## config.mk

```make
export PLATFORM = sky130hd
export DESIGN_NAME = de_selector_scan
export DESIGN_NICKNAME = d
export VERILOG_FILES = /design/src/rtl/de_selector_scan.sv
export SDC_FILE = /design/constraint.sdc
export NUM_CORES = 1
export LEC_CHECK = 0
export ABC_AREA = 0
export ABC_CLOCK_PERIOD_IN_PS = 1900
export BUFFER_PORTS_ARGS = -buffer_cell sky130_fd_sc_hd__buf_4
export CORE_MARGIN = 10
export CORE_UTILIZATION = 35
export CTS_CLUSTER_SIZE = 40
export DETAILED_ROUTE_END_ITERATION = 16
export PLACE_DENSITY_LB_ADDON = 0.05
export RECOVER_POWER = 25
export REMOVE_ABC_BUFFERS = 1
export SETUP_SLACK_MARGIN = 0.15
export SLEW_MARGIN = 40
export SYNTH_ARGS = -nofsm -noshare
export SYNTH_HDL_FRONTEND = slang
export SYNTH_SLANG_ARGS = --single-unit
```

## constraint.sdc

```tcl
create_clock -name iClk -period 1.9 [get_ports iClk]
set_input_delay 0.095 -clock iClk [delete_from_list [all_inputs] [get_ports iClk]]
set_output_delay 0.095 -clock iClk [all_outputs]
set_load 0.005 [all_outputs]
```

## src/rtl/de_selector_scan.sv

```systemverilog
// Registered 1-to-CH demultiplexer with manual and prescaled scan channel selection.
// Optional build macro DE_SEL_HOLD_EN: unselected channels hold instead of idling at all-ones.
module de_selector_scan #(
    parameter int unsigned WIDTH    = 1,
    parameter int unsigned CH       = 4,
    parameter int unsigned SELW     = 2,
    parameter int unsigned SCAN_DIV = 4
) (
    input  logic                  iClk,
    input  logic                  iRst,
    input  logic                  iEn,
    input  logic                  iMode,
    input  logic [SELW-1:0]       iS,
    input  logic [WIDTH-1:0]      iC,
    output logic [CH*WIDTH-1:0]   oZ,
    output logic [SELW-1:0]       oSel,
    output logic                  oWrap,
    output logic                  oErr
);

    localparam int unsigned PW = (SCAN_DIV > 1) ? $clog2(SCAN_DIV) : 1;
    localparam logic [PW-1:0]   PRESC_LAST = PW'(SCAN_DIV - 1);
    localparam logic [SELW-1:0] LAST_CH    = SELW'(CH - 1);
    localparam logic [SELW:0]   CH_LIMIT   = (SELW + 1)'(CH);

    typedef enum logic {StManual, StScan} state_e;

    state_e               state_q, state_d;
    logic [PW-1:0]        presc_q, presc_d;
    logic [SELW-1:0]      sel_q, sel_d;
    logic [CH*WIDTH-1:0]  z_q, z_d;
    logic                 wrap_q, wrap_d;
    logic                 err_q, err_d;
    logic                 route_en;

    always_comb begin
        state_d  = state_q;
        presc_d  = presc_q;
        sel_d    = sel_q;
        z_d      = z_q;
        wrap_d   = 1'b0;
        err_d    = err_q;
        route_en = 1'b0;

        if (iEn) begin
            if (iMode && state_q == StManual) begin
                state_d  = StScan;
                presc_d  = '0;
                sel_d    = '0;
                err_d    = 1'b0;
                route_en = 1'b1;
            end else if (iMode) begin
                err_d    = 1'b0;
                route_en = 1'b1;
                if (presc_q == PRESC_LAST) begin
                    presc_d = '0;
                    if (sel_q == LAST_CH) begin
                        sel_d  = '0;
                        wrap_d = 1'b1;
                    end else begin
                        sel_d = sel_q + 1'b1;
                    end
                end else begin
                    presc_d = presc_q + 1'b1;
                end
            end else begin
                // Leaving scan also lands here, so a mode change beats a terminal count.
                state_d  = StManual;
                presc_d  = '0;
                sel_d    = iS;
                err_d    = ({1'b0, iS} >= CH_LIMIT);
                route_en = ({1'b0, iS} < CH_LIMIT);
            end

`ifdef DE_SEL_HOLD_EN
            z_d = z_q;
`else
            z_d = '1;
`endif
            for (int unsigned k = 0; k < CH; k++) begin
                if (route_en && sel_d == SELW'(k)) begin
                    z_d[k*WIDTH +: WIDTH] = iC;
                end
            end
        end
    end

    always_ff @(posedge iClk) begin
        if (iRst) begin
            state_q <= StManual;
            presc_q <= '0;
            sel_q   <= '0;
            z_q     <= '1;
            wrap_q  <= 1'b0;
            err_q   <= 1'b0;
        end else begin
            state_q <= state_d;
            presc_q <= presc_d;
            sel_q   <= sel_d;
            z_q     <= z_d;
            wrap_q  <= wrap_d;
            err_q   <= err_d;
        end
    end

    assign oZ    = z_q;
    assign oSel  = sel_q;
    assign oWrap = wrap_q;
    assign oErr  = err_q;

endmodule

```

# After elaboration in Yosys (flattened, before gate mapping)
# Index checks and enable logic that the tools add are counted.
[totals]
elab_cells = 41
mem_bits_ro = 0
mem_bits_rw = 0
output_inout_bits = 8
in_bits = 7
mem_count = 0
regBits = 10
latchBits = 0
[classes]
n_mux = 16
n_reduce_logical = 8
addsub = 2
shifts = 0
n_bitwise = 4
eq_ne = 6
magnitude_cmp = 0
n_div = 0
mul = 0
[ops]
columns = ["operator", "count"]
rows = [
  ["$mux W2", 8],
  ["$eq A2 B2 Y1 const B", 4],
  ["$mux W1", 8],
  ["$logic_and A1 B1 Y1", 5],
  ["$reduce_or A5 Y1", 1],
  ["$add A2 B1 Y2 const B", 2],
  ["$not A1 Y1", 4],
  ["$eq A2 B1 Y1 const B", 1],
  ["$logic_not A2 Y1", 1],
  ["$ne A2 B1 Y1 const B", 1],
  ["$reduce_and A2 Y1", 1],
]

# Longest topological paths before layout
# Gate-level depths: netlist of the first run.
[depth]
depth_word = 9
ltp_mapped = 4
ltp_nobuf = 4

# Least setup slack after synthesis of the first run
# OpenSTA, ideal clock, no wires.
[synth_path]
kind = "register -> register"
from = "register presc_q[0]"
to = "register sel_q[0] (netlist: oSel[0])"
setup_ns = 0.079
setup_slack_ns = 0.479
arrival_time_ns = 1.342
path_stages_with_launch = 5
cell_sequence = "dfxtp_1 > ha_1 > or3b_1 > a31o_2 > a211oi_2"
[synth_between]
elab_chain_cells = 5
[synth_lines]
columns = ["element", "line", "text"]
rows = [
  ["start: declaration", "29", "logic [PW-1:0] presc_q, presc_d;"],
  ["start signal: assignment", "98", "presc_q <= presc_d;"],
  ["$eq A2 B2 Y1", "55", "if (presc_q == PRESC_LAST) begin"],
  ["$mux W2", "55", ""],
  ["$mux W2", "52", "end else if (iMode) begin"],
  ["$mux W2", "46", "if (iMode && state_q == StManual) begin"],
  ["$mux W2", "45", "if (iEn) begin"],
  ["end signal: assignment", "99", "sel_q <= sel_d;"],
  ["end: declaration", "30", "logic [SELW-1:0] sel_q, sel_d;"],
]
# No other way between the ends. The select of a mux whose other input is x is not followed.
# A chain may end at the register's enable or synchronous reset.

# Worst setup path after layout of the first run
# Ends and elaborated chain as after synthesis.

==> results.toml, run 1 <==
[pwr]
pwr-share-seq_pct = 47.1
intPower_w = 0.0003601
p_total_w = 0.0004711
peakVddDrop_mv = 0.4989
p_sw_share_pct = 23.57
leakage_nw = 0.2395
power.net_switching_w = 0.0001111
powerDensity_mw_per_mm2 = 782.8
clockPowerShare_pct = 41.3
comb_power_share_pct = 11.6

[logic_synthesis]
synth_area_leaders = "dfxtp_1 (43%), a31oi_1 (6.7%), mux2i_1 (6.4%)"
yosys.area.top_type = "dfxtp_1"
synth_cells = 50
yosys_warnings = 0
ys_seq_elements = 10
syn_avg_cell_area_um2 = 9.384
yosysSeqAreaShare_pct = 42.67
synth_top_area_share_pct = 42.67
ys_types = 25
synth_area_um2 = 469.2

[cells_and_area]
antenna-diode-count = 0
stdcell_area_um2 = 601.8
final_util_pct = 46.84
area_growth_pct = 28.27
layout.nets = 73
drive_above_1_share_pct = 30.16

[floorplanning]
die_y_um = 56.62
rows = 13
ios = 15
die_area_mm2 = 0.003205
die_w_um = 56.62
initial_core_util_pct = 36.51
core_area_mm2 = 0.001285

[clocking]
ctsHoldBuffers = 0
clk_pin_slew_ns = 0.06
cts_sinks = 10
worstSkewPairLatency_ns = 0.27
cts-root-buf = "clkbuf_4"
cts-resized-gates = 0
postCtsSetupBuffers = 0
clk_path_buf_depth = 2
h-tree-depth = 1
tritoncts = "yes"
cts_made_buffers = 3

[drt]
viasPerCell = 5.231
drcViolationCount = 0
drt-pass1-iter-count = 4
vias = 408
ant_nets = 0
drtIter0Drc = 3
wire_per_inst_um = 13.69
wl_um = 1068

[placed_design]
dp_worst_setup_slack_ns = 0.3875
place.gp.congestion = 0.6917
place_area_um2 = 565.5
io_buffer_count = 13
dp.final_hpwl_um = 805

[status]
outcome = "finished, final reports clean"

[worst_setup_path]
cpPeakStageDelay_ns = 0.39
worstPathArrival_ns = 1.71
crit_chain = "ha_1 -> or3b_1 -> a31o_2 -> a211oi_2"
crit_family = "compound AO/OA/AOI/OAI gates"
crit_type = "reg -> reg"
cp-end-kind = "register"
worst-path-max-fanout = 5
path_buf_inv = 0
cp.required_ns = 2.09
startpoint_type = "register"
crit_slowest_cell = "or3b_1"

[sta]
min_period_ns = 1.519
setup_tns_ns = 0
fmax_ghz = 0.6584
hold_viol_final = 0
finalCritPeriodShare_pct = 79.94
grt_setup_unrepaired = "false"
setup_viol = 0
setup_slack_ns = 0.3811
slew_violations = 0
skew_ns = 0.007347

[global_route]
track_usage_pct = 7.191
grt_pass1_vias = 392
antenna_found_initial = 0
grt_start_max_net_pins = 16
grt_pass1_wl_um = 1883
gr-total-overflow = 0

[min_path]
hold_path.class = "in -> reg"

[run]
cap_violations = 0
## metal layers
metal | vias up | track usage, % | share of wire (%)
li1 | 210 | - | -
met1 | 184 | 9.147 | 46
met2 | 12 | 8.934 | 42
met3 | 2 | 5.393 | 10
met4 | 0 | 2.062 | 0.75
met5 | - | 0 | 0
## sequential cells by signal, indices dropped and copies added, names as in the netlist
signal and count:
oZ 4, oSel 2, presc_q 2, oWrap 1, state_q 1
## metrics by stage
stage	std cells	hold WS [ns]
2_1_floorplan	46	0.1596
3_3_place_gp	74	0.3645
3_5_place_dp	74	0.3523
4_1_cts	78	0.06846
5_1_grt	78	0.07517
6_report	78	0.07625
## cell usage after synthesis
cell	instances
a21oi_1	2
or4b_1	1
nor3_1	4
inv_1	1
conb_1	1
nand2b_1	3
buf_1	1
dfxtp_1	10
or3b_1	1
a211oi_1	1
a2bb2oi_1	1
ha_1	2
mux2i_1	3
a211oi_2	1
nor3b_1	1
buf_4	1
nand2_1	1
a31o_2	1
nand4b_1	1
nand4_1	1
buf_2	1
clkbuf_1	1
a31oi_1	5
o2bb2ai_1	1
nor2_1	4
## path summary, 6_finish.rpt
kind / start / endpoint / slack, ns / cells past startpoint
max: presc_q[0]$_SDFFE_PP0P_ / oSel[0]$_SDFFE_PP0P_ / 0.38 / 4
min: iRst / oSel[0]$_SDFFE_PP0P_ / 0.08 / 2
max reg2reg: presc_q[0]$_SDFFE_PP0P_ / oSel[0]$_SDFFE_PP0P_ / 0.38 / 4
min reg2reg: presc_q[1]$_SDFFE_PP0P_ / presc_q[1]$_SDFFE_PP0P_ / 0.48 / 2
## kinds of logic after synthesis
logic type,synth area share (%)
simple gates,21.07
compound gates,18.67
flops,42.67
buf+inv,5.064
mux,6.400
fa+ha+maj,5.332
other cells,0.7992
## power groups by stage
stage | Sequential, W | Combinational (W) | Clock (W)
floorplan | 0.000226 | 0.0000238 | 0
global placement | 0.000227 | 0.0000565 | 0
detailed placement | 0.000227 | 0.0000551 | 0
CTS | 0.000222 | 0.0000554 | 0.000201
global route | 0.000223 | 0.0000623 | 0.000214
finish | 0.000222 | 0.0000547 | 0.000195
## cell type report
| type | count | area (um2) |
|---|---|---|
| multi-input combinational | 35 | 245.2 |
| fill | 136 | 683.2 |
| timing repair buffer | 13 | 97.59 |
| inverter | 1 | 3.754 |
| tap | 15 | 18.77 |
| clock buffer | 4 | 36.28 |
| sequential | 10 | 200.2 |
## cells in the final DEF (no fill, tap or decap)
| cell | count |
|---|---|
| or3b_1 | 1 |
| a211oi_2 | 1 |
| a211oi_1 | 1 |
| or4b_1 | 1 |
| nand2_1 | 1 |
| clkbuf_4 | 6 |
| nand2b_1 | 3 |
| a31o_2 | 1 |
| o2bb2ai_1 | 1 |
| nand4b_1 | 1 |
| a21oi_1 | 2 |
| ha_1 | 2 |
| nor3_1 | 4 |
| dfxtp_1 | 10 |
| nor3b_1 | 1 |
| inv_1 | 1 |
| conb_1 | 1 |
| mux2i_1 | 3 |
| nor2_1 | 4 |
| buf_4 | 10 |
| nand4_1 | 1 |
| a2bb2oi_1 | 1 |
| a31oi_1 | 5 |
| clkbuf_8 | 1 |
No activity file was read; power rests on OpenSTA's default activity.
==> run 2, diff against run 1 <==
--- a/config.mk
+++ b/config.mk
@@ -6,7 +6,7 @@
 export NUM_CORES = 1
 export LEC_CHECK = 0
 export ABC_AREA = 0
-export ABC_CLOCK_PERIOD_IN_PS = 1900
+export ABC_CLOCK_PERIOD_IN_PS = 1400
 export BUFFER_PORTS_ARGS = -buffer_cell sky130_fd_sc_hd__buf_4
 export CORE_MARGIN = 10
 export CORE_UTILIZATION = 35
==> constraint.sdc (replaced) <==
create_clock -name iClk -period 1.4 [get_ports iClk]
set_input_delay 0.07 -clock iClk [delete_from_list [all_inputs] [get_ports iClk]]
set_output_delay 0.07 -clock iClk [all_outputs]
set_load 0.005 [all_outputs]
==> results.toml, run 2 (synthesis results as in run 1) <==
[cells_and_area]
final_common_cell = "buf_4"
multi_input_area_um2 = 281.5
area.sequential_um2 = 202.7
final_cell_mix = "buf_4 (16), dfxtp_1 (8), a31oi_1 (5), clkbuf_4 (5)"
stdcell_area_um2 = 664.4
layout.nets = 78
antenna-diode-count = 0
area_growth_pct = 41.60
largest_reg_flops = 4
stdcell_count = 82
drive_above_1_share_pct = 44.78
nFillCells = 112

[floorplanning]
die_w_um = 56.62
die_area_mm2 = 0.003205
ios = 15
die_y_um = 56.62
initial_core_util_pct = 36.51
rows = 13
core_area_mm2 = 0.001285

[global_route]
grt_pass1_vias = 459
use_met1_pct = 8.105
busiest_layer = "met2"
gr-total-overflow = 0
track_usage_pct = 7.616
grt_start_max_net_pins = 16
gr-usage-met3_pct = 4.944
grt_pass1_wl_um = 1952
antenna_found_initial = 0
met2_usage_pct = 11.13

[clocking]
worstSkewPairLatency_ns = 0.26
cts-root-buf = "clkbuf_4"
h-tree-depth = 1
tritoncts = "yes"
cts_sinks = 10
postCtsSetupBuffers = 0
clk_pin_slew_ns = 0.06
clk_path_buf_depth = 2
cts_made_buffers = 3

[worst_setup_path]
worst-path-max-fanout = 3
startpoint_type = "register"
worstPathArrival_ns = 1.54
crit_type = "reg -> reg"
cp-end-kind = "register"
cp.required_ns = 1.58

[sta]
hold_viol_final = 0
setup_viol = 0
grt_setup_unrepaired = "true"
finalCritPeriodShare_pct = 96.99
setup_slack_ns = 0.04216
min_period_ns = 1.358
fmax_ghz = 0.7365
slew_violations = 0
skew_ns = 0.002073

[run]
cap_violations = 0

[placed_design]
place.gp.congestion = 0.7013
io_buffer_count = 13
dp.cells = 79
place_area_um2 = 603.1
dp.final_hpwl_um = 871.4
dp_worst_setup_slack_ns = -0.05439

[pwr]
leakage_nw = 0.2603
peakVddDrop_mv = 0.4208
powerDensity_mw_per_mm2 = 883.8
p_total_w = 0.0005872

[drt]
drtIter0Drc = 2
drcViolationCount = 0
drt-pass1-iter-count = 2
wl_um = 1135
viasPerCell = 5.244
vias = 430
wire_per_inst_um = 13.84
ant_nets = 0

[status]
outcome = "finished, final reports clean"

[min_path]
hold_path.class = "in -> reg"
## run 2: critical path: stages (launching register included)
cell,delay [ns]
dfxtp_2,0.36
ha_4,0.15
or3b_4,0.38
a31o_4,0.24
a211oi_2,0.16
## run 2: repair_timing
action,in CTS,in global routing
pin swaps,3,0
resized for setup,7,2
endpoints found under the setup margin,7,7
hold buffers,0,0
hold endpoints to repair,0,0
## run 2: worst paths after layout
path	endpoint	startpoint	slack [ns]	depth (start not counted)
worst max-delay path	oSel[0]$_SDFFE_PP0P_	presc_q[1]$_SDFFE_PP0P_	0.04	4
worst min-delay path	presc_q[0]$_SDFFE_PP0P_	iRst	0.05	2
worst max register to register	oSel[0]$_SDFFE_PP0P_	presc_q[1]$_SDFFE_PP0P_	0.04	4
worst min register to register	presc_q[1]$_SDFFE_PP0P_	presc_q[1]$_SDFFE_PP0P_	0.49	2
## run 2: cell type report
| type | count | area share (%) |
|---|---|---|
| clock buffer | 3 | 3.390 |
| inverter | 1 | 0.5650 |
| multi-input combinational | 35 | 42.37 |
| sequential | 10 | 30.51 |
| tap | 15 | 2.825 |
| timing repair buffer | 18 | 20.34 |
## run 2: per-stage QoR
step | utilization, % | setup TNS [ns] | hold WS (ns)
final | 51.70 | 0 | 0.05342
after global routing | 51.70 | -0.1055 | 0.03318
after CTS | 50.93 | 0 | 0.04255
after detailed placement | 46.93 | -0.05439 | 0.3305
after global placement | 46.93 | -0.03890 | 0.3304
after floorplan | - | -0.02138 | 0.1346
## run 2: power breakdown
group | total (W) | internal (W) | switching [W] | leakage (nW)
logic | 0.0000952 | 0.0000502 | 0.0000450 | 0.164
clock network | 0.000192 | 0.0000991 | 0.0000933 | 0.0138
registers | 0.000300 | 0.000294 | 0.00000583 | 0.0826
total | 0.000587 | 0.000443 | 0.000144 | 0.260
## run 2: metal layers
| metal | vias to the layer above | share of wire (%) | routed length [um] |
|---|---|---|---|
| li1 | 218 | - | - |
| met1 | 203 | 49 | 551 |
| met2 | 9 | 45 | 511 |
| met3 | 0 | 6.3 | 72 |
| met4 | 0 | 0 | 0 |
| met5 | - | 0 | 0 |
==> run 3, diff against run 2 <==
--- a/config.mk
+++ b/config.mk
@@ -7,7 +7,7 @@
 export LEC_CHECK = 0
 export ABC_AREA = 0
 export ABC_CLOCK_PERIOD_IN_PS = 1400
-export BUFFER_PORTS_ARGS = -buffer_cell sky130_fd_sc_hd__buf_4
+export BUFFER_PORTS_ARGS = -buffer_cell sky130_fd_sc_hd__buf_2
 export CORE_MARGIN = 10
 export CORE_UTILIZATION = 35
 export CTS_CLUSTER_SIZE = 40
==> results.toml, run 3 (synthesis results as in run 1) <==
[status]
outcome = "finished, violations left"
failed_checks = "setup timing"

[placed_design]
place.gp.congestion = 0.7135
io_buffer_count = 13
dp_worst_setup_slack_ns = -0.06001
dp.final_hpwl_um = 924.7

[clocking]
cts-root-buf = "clkbuf_4"
cts_sinks = 10
tritoncts = "yes"
cts_made_buffers = 3
worstSkewPairLatency_ns = 0.26
ctsHoldBuffers = 0
clk_pin_slew_ns = 0.07
clk_path_buf_depth = 2
h-tree-depth = 1

[cells_and_area]
final_cell_mix = "buf_2 (12), buf_4 (7), dfxtp_1 (6)"
area_growth_pct = 41.33
final_common_cell = "buf_2"
antenna-diode-count = 0
drive_above_1_share_pct = 49.28
layout.nets = 80
largest_reg_flops = 4

[drt]
viasPerCell = 5.429
drcViolationCount = 0
wl_um = 1245
drtIter0Drc = 16
ant_nets = 0
wire_per_inst_um = 14.82
drt-pass1-iter-count = 4
vias = 456

[pwr]
p_total_w = 0.0005916
peakVddDrop_mv = 0.3766
powerDensity_mw_per_mm2 = 892.1
leakage_nw = 0.2562

[floorplanning]
die_area_mm2 = 0.003205
rows = 13
die_w_um = 56.62
die_y_um = 56.62
core_area_mm2 = 0.001285
initial_core_util_pct = 36.51
ios = 15

[sta]
grt_setup_unrepaired = "true"
setup_viol = 1
slew_violations = 0
hold_viol_final = 0
fmax_ghz = 0.7098
min_period_ns = 1.409
skew_ns = 0.006108
setup_slack_ns = -0.008767
finalCritPeriodShare_pct = 100.6

[min_path]
worstHoldPathCells = 2
min_from = "iRst"
hold_end = "oSel[1]$_SDFFE_PP0P_"
hold_path.class = "in -> reg"

[run]
cap_violations = 0

[worst_setup_path]
r2r-start = "presc_q[0]$_SDFFE_PP0P_"
rrSetupSlack_ns = -0.009
crit_family = "compound AO/OA/AOI/OAI gates"
crit_type = "reg -> reg"
ff2ff_path_depth = 4
r2r-end = "oSel[0]$_SDFFE_PP0P_"
crit_slowest_cell = "or3b_4"
cp.required_ns = 1.58
worst-path-max-fanout = 3
crit_chain = "ha_4 -> or3b_4 -> a31o_4 -> a211oi_2"
worstPathArrival_ns = 1.58
cp-end-kind = "register"
cpPeakStageDelay_ns = 0.39
startpoint_type = "register"
path_buf_inv = 0

[global_route]
grt_start_max_net_pins = 12
antenna_found_initial = 0
grt_pass1_vias = 499
track_usage_pct = 8.341
grt_pass1_wl_um = 2145
gr-total-overflow = 0
-- run 3: final cells by class --
cell class,instances,area (um2)
Fill cell,133,621.8
Multi-Input combinational cell,35,296.5
Sequential cell,10,205.2
Timing Repair Buffer,20,116.4
Clock buffer,3,22.52
Tap cell,15,18.77
Inverter,1,3.754
-- run 3: worst max path at each step --
stage	cells after the start	end	startpoint	slack, ns
6_report	4	oSel[0]$_SDFFE_PP0P_	presc_q[0]$_SDFFE_PP0P_	-0.009
5_1_grt	4	oSel[0]$_SDFFE_PP0P_	presc_q[0]$_SDFFE_PP0P_	-0.04
4_1_cts	4	oSel[0]$_SDFFE_PP0P_	oSel[1]$_SDFFE_PP0P_	-0.008
3_5_place_dp	4	oSel[0]$_SDFFE_PP0P_	presc_q[0]$_SDFFE_PP0P_	-0.06
3_3_place_gp	4	oSel[0]$_SDFFE_PP0P_	presc_q[0]$_SDFFE_PP0P_	-0.04
2_1_floorplan	4	oSel[0]$_SDFFE_PP0P_	presc_q[0]$_SDFFE_PP0P_	-0.02
-- run 3: repair_timing --
action | in CTS | in global routing
pin swaps | 7 | 5
setup endpoints to repair | 7 | 7
gates cloned | 0 | 0
hold endpoints to repair | 0 | 0
gates resized for setup | 10 | 3
setup buffers | 1 | 0
-- run 3: report_power, final --
group	switching, W	internal (W)	leakage (nW)
Clock	0.0000951	0.0000990	0.0138
Combinational	0.0000485	0.0000470	0.159
Sequential	0.00000750	0.000295	0.0833
-- run 3: metal layers --
| layer | track usage [%] | routed length [um] | part of all wire (%) |
|---|---|---|---|
| met5 | 0 | 0 | 0 |
| met4 | 3.093 | 9 | 0.72 |
| met3 | 5.393 | 90 | 7.2 |
| met2 | 12.54 | 553 | 44 |
| met1 | 9.125 | 592 | 48 |
-- run 3: per-stage QoR --
step	instance area [um2]	hold WS [ns]	std cells	utilization [%]	setup TNS [ns]
finish	663.1	0.1225	84	51.61	-0.008767
global route	663.1	0.1161	84	51.61	-0.1381
CTS	646.9	0.1081	84	50.34	-0.01080
detailed placement	578.1	0.3945	80	44.99	-0.06001
global placement	578.1	0.3886	80	44.99	-0.03882
floorplan	449.2	0.1346	46	-	-0.02138
